==> src/rtl/median_window_stream.sv <==
// Streaming 3-sample window generator for a median filter; edge samples replicate at frame edges.
// Optional combinational median output is enabled by MEDIAN_WINDOW_STREAM_MEDIAN_EN.
module median_window_stream #(
    parameter int unsigned DATA_W = 4
) (
    input  logic              clk,
    input  logic              reset,
    input  logic              in_valid,
    output logic              in_ready,
    input  logic [DATA_W-1:0] in_data,
    input  logic              in_last,
    output logic              win_valid,
    input  logic              win_ready,
    output logic [DATA_W-1:0] win0,
    output logic [DATA_W-1:0] win1,
    output logic [DATA_W-1:0] win2,
    output logic              win_last
`ifdef MEDIAN_WINDOW_STREAM_MEDIAN_EN
    ,
    output logic [DATA_W-1:0] median
`endif
);

    typedef enum logic [1:0] {StIdle, StStream, StFlush} state_e;

    state_e            state_q, state_d;
    logic [DATA_W-1:0] prev_q, prev_d;
    logic [DATA_W-1:0] cur_q, cur_d;
    logic [DATA_W-1:0] win0_q, win0_d;
    logic [DATA_W-1:0] win1_q, win1_d;
    logic [DATA_W-1:0] win2_q, win2_d;
    logic              win_last_q, win_last_d;
    logic              win_valid_q, win_valid_d;
    logic              free;
    logic              in_xfer;

    // Output slot can take a new window if empty or being drained this cycle.
    assign free     = !win_valid_q || win_ready;
    assign in_ready = (state_q != StFlush) && free;
    assign in_xfer  = in_valid && in_ready;

    always_comb begin
        state_d     = state_q;
        prev_d      = prev_q;
        cur_d       = cur_q;
        win0_d      = win0_q;
        win1_d      = win1_q;
        win2_d      = win2_q;
        win_last_d  = win_last_q;
        win_valid_d = win_valid_q;
        if (win_valid_q && win_ready) begin
            win_valid_d = 1'b0;
        end

        unique case (state_q)
            StIdle: begin
                if (in_xfer) begin
                    prev_d  = in_data;
                    cur_d   = in_data;
                    state_d = in_last ? StFlush : StStream;
                end
            end
            StStream: begin
                if (in_xfer) begin
                    win0_d      = prev_q;
                    win1_d      = cur_q;
                    win2_d      = in_data;
                    win_last_d  = 1'b0;
                    win_valid_d = 1'b1;
                    prev_d      = cur_q;
                    cur_d       = in_data;
                    state_d     = in_last ? StFlush : StStream;
                end
            end
            StFlush: begin
                if (free) begin
                    win0_d      = prev_q;
                    win1_d      = cur_q;
                    win2_d      = cur_q;
                    win_last_d  = 1'b1;
                    win_valid_d = 1'b1;
                    state_d     = StIdle;
                end
            end
            default: state_d = StIdle;
        endcase
    end

    always_ff @(posedge clk or posedge reset) begin
        if (reset) begin
            state_q     <= StIdle;
            prev_q      <= '0;
            cur_q       <= '0;
            win0_q      <= '0;
            win1_q      <= '0;
            win2_q      <= '0;
            win_last_q  <= 1'b0;
            win_valid_q <= 1'b0;
        end else begin
            state_q     <= state_d;
            prev_q      <= prev_d;
            cur_q       <= cur_d;
            win0_q      <= win0_d;
            win1_q      <= win1_d;
            win2_q      <= win2_d;
            win_last_q  <= win_last_d;
            win_valid_q <= win_valid_d;
        end
    end

    assign win0      = win0_q;
    assign win1      = win1_q;
    assign win2      = win2_q;
    assign win_last  = win_last_q;
    assign win_valid = win_valid_q;

`ifdef MEDIAN_WINDOW_STREAM_MEDIAN_EN
    logic [DATA_W-1:0] lo_ab, hi_ab, lo_hc;

    // median = max(min(a,b), min(max(a,b),c))
    always_comb begin
        lo_ab  = (win0_q < win1_q) ? win0_q : win1_q;
        hi_ab  = (win0_q < win1_q) ? win1_q : win0_q;
        lo_hc  = (hi_ab < win2_q) ? hi_ab : win2_q;
        median = (lo_ab > lo_hc) ? lo_ab : lo_hc;
    end
`endif

endmodule
==> config.mk <==
export PLATFORM = sky130hd
export DESIGN_NAME = median_window_stream
export DESIGN_NICKNAME = d
export VERILOG_FILES = /design/src/rtl/median_window_stream.sv
export SDC_FILE = /design/constraint.sdc
export NUM_CORES = 1
export LEC_CHECK = 0
export ABC_AREA = 0
export CAP_MARGIN = 10
export CORE_MARGIN = 2
export CORE_UTILIZATION = 40
export CTS_CLUSTER_SIZE = 25
export DETAILED_ROUTE_END_ITERATION = 7
export GPL_TIMING_DRIVEN = 0
export PLACE_DENSITY = 0.64
export SYNTH_ARGS = -nofsm -noshare
export SYNTH_HDL_FRONTEND = slang
export SYNTH_SLANG_ARGS = --single-unit
==> constraint.sdc <==
create_clock -name clk -period 3.2 [get_ports clk]
set_clock_uncertainty 0.2 [all_clocks]
set_input_delay 0.64 -clock clk [delete_from_list [all_inputs] [get_ports clk]]
set_output_delay 0.64 -clock clk [all_outputs]
set_load 0.02 [all_outputs]
==> key figures <==
Worst setup path
  • CP Launch Type: input pin
  • Setup crit end kind: output port
  • CP Data Arrival Time: 1.98 ns
  • Crit path max fanout: 7
  • Worst r2r path cells: 6
  • Register-to-register path setup slack: 1.13 ns
  • Reg-to-reg endpoint: win0[0]$_DFFE_PP0P_
  • CP Cell Sequence: clkdlybuf4s50_1 > and2b_4 > nor2_1 > clkdlybuf4s50_1
  • Max incr delay on CP: 0.60 ns
  • CP max stage cell: clkdlybuf4s50_1
  • Kind of critical path: input pin to output port
  • CP required: 2.36 ns
  • Origin of the worst setup path: win_ready
  • Reg-to-reg startpoint: state_q[0]$_DFFE_PP0P_
  • Crit path top cell by count: clkdlybuf4s50_1

STA
  • Setup TNS Final: 0 ns
  • Setup Viol. Count Final: 0
  • Final Critical Period: 2.82 ns
  • Slew at the pin with the worst max-slew slack: 0.879 ns
  • RSZ-0062 raised after global routing: no
  • Max Slew Vio Count: 0
  • Final Hold Viols: 0
  • Tcrit/Tclk final: 88.1%
  • Max_slew headroom: 41.3%
  • FMAX: 355 MHz

Logic synthesis
  • Cell taking the most area after synthesis: dfrtp_1
  • Synth top area share: 52.0%
  • Syn Inst Count: 81
  • Synth warnings: 0
  • Sequential-to-total area share from yosys stat: 52.0%
  • Top cells by area, synth: dfrtp_1 (52%), mux2_2 (20%), mux2_4 (10%), ha_1 (3.3%), buf_6 (2.0%)
  • Netlist Area Pre-Place: 1150 µm²
  • Unique cell type count in the Yosys netlist: 20
  • Yosys reg bits: 24
  • Syn avg cell area: 14.3 µm²
  • Synth Net Count: 93

Finish
  • Commonest cells after routing, fill and taps aside: dfrtp_1 (24), clkdlybuf4s50_1 (23), mux2_2 (20), mux2_4 (8), inv_1 (4)
  • Final nets: 121
  • Most common cell after layout, fill and taps aside: dfrtp_1
  • Fillers: 260
  • # diodes: 0
  • Synth-to-Final Area Change: 25.2%
  • Final instance area: 1450 µm²
  • Final std cells w/o fill: 138
  • Layout cell share with drive strength beyond 1: 35.5%

Global routing
  • Initial antenna violation count: 0
  • Pin count of the biggest net entering global routing: 25
  • GR Util All Layers: 14.1%
  • Congestion Overflow GR: 0
  • First-pass GRT wire length: 3.59 mm
  • Vias in the first global route: 742

Routing
  • Vias: 689
  • Final WL: 1.98 mm
  • Drc violations: 0
  • Wire per inst: 14.3 µm
  • Post-DRT Antenna Nets: 0
  • Drt first pass iters: 3
  • Vias per Instance: 4.99
  • DR iter-0 viols: 20

Place
  • Placed instance area: 1420 µm²
  • I/O Buffers: 23
  • DP Wirelength: 1.42 mm
  • Gpl congestion: 0.657
  • Post-Place Cells: 135

Floorplan
  • Core ar.: 2760 µm²
  • Die W: 57.7 µm
  • Initial Util: 41.9%
  • Chip height: 57.7 µm
  • Row count: 19
  • Die ar.: 3330 µm²
  • I/O pins: 24

Clocking
  • Depth of the CTS H-tree: 1
  • # clock sinks: 24
  • Clock Latency Late Sink: 0.31 ns
  • Max Root-Sink Buffers: 2
  • CTS root buffer: clkbuf_4
  • CTS Buf Count: 3
  • Clock transition at path regs: 0.12 ns
  • CTS tree: done
  • Hold buffers post-CTS: 0
  • Post-CTS resize count: 0
  • Setup bufs post-CTS: 0

Power
  • Leakage Power: 0.621 nW
  • Worst vdd ir: 0.000605 V
  • Power density over cell area: 1070 nW/µm²

Hold path
  • Endpoint, Worst Hold: win2[3]$_DFFE_PP0P_
  • Hold path start: win2[3]$_DFFE_PP0P_
  • Worst hold stages: 1
  • Hold Crit Class: register to register

Run status
  • Status: complete, no violations

Run
  • Max cap viols: 0
-- worst max-delay path, delay by kind of cell --
family                 cells  cell delay [ns]
buffers and inverters      2             1.05
AND/OR/NAND/NOR            2             0.29
-- routing by layer --
metal | GRT usage, % | up-vias | wire length (µm)
met2 | 22.1 | 16 | 969
met1 | 19.1 | 334 | 888
met3 | 4.69 | 2 | 103
met4 | 2.99 | 0 | 17
met5 | 0 | - | 0
li1 | - | 337 | -
-- flip-flops by register name (all words and copies together), names as in the netlist --
| name | cells |
|---|---|
| win_valid | 1 |
| win0 | 4 |
| cur_q | 4 |
| state_q | 2 |
| win_last | 1 |
| win2 | 4 |
| prev_q | 4 |
| win1 | 4 |
-- worst max-delay path by stage --
stage | to | slack (ns)
2_1_floorplan | in_ready | 1.24
3_3_place_gp | in_ready | 0.38
6_report | in_ready | 0.38
5_1_grt | in_ready | 0.31
3_5_place_dp | in_ready | 0.36
4_1_cts | in_ready | 0.36
-- Yosys cell counts, drive strengths merged --
cell type,n
nor2,2
and2b,1
ha,3
a211oi,1
mux2,28
buf,4
o21a,1
nand2,1
o22a,1
o2bb2ai,2
dfrtp,24
o21ai,3
nand2b,2
inv,4
a21oi,2
or2,1
nor3b,1
-- where the power goes --
group / total, mW / leakage, nW / internal (mW) / switching, mW
registers: 0.554 / 0.287 / 0.460 / 0.0942
logic: 0.873 / 0.320 / 0.507 / 0.366
clock network: 0.128 / 0.0138 / 0.0439 / 0.0840
-- final cells by class --
type	instances	area [µm²]	area share (%)
plain buffers	4	35.0	2.42
clock buffers	3	22.5	1.56
multi-input cells	49	504	34.9
inverters	4	15.0	1.04
flip-flops and latches	24	601	41.5
well taps	31	38.8	2.68
repair buffers	23	230	15.9
-- metrics by stage --
| stage | worst slack (ns) | utilization [%] | hold WS (ns) | power (mW) |
|---|---|---|---|---|
| after detailed placement | 0.362 | 51.6 | 0.296 | 1.45 |
| after global routing | 0.311 | 52.5 | 0.344 | 1.68 |
| after CTS | 0.361 | 52.5 | 0.334 | 1.58 |
| after global placement | 0.377 | 51.6 | 0.291 | 1.43 |
| after floorplan | 1.24 | - | 0.276 | 1.15 |
| final | 0.379 | 52.5 | 0.326 | 1.55 |
-- cells by family after synthesis --
logic type,share of synthesized area [%]
AOI/OAI and AO/OA,6.18
buffers and inverters,4.33
muxes,29.9
DFF,52.0
adders and majority gates,3.25
and+or+nand+nor,4.33
Power figures use the tool's default switching activity.
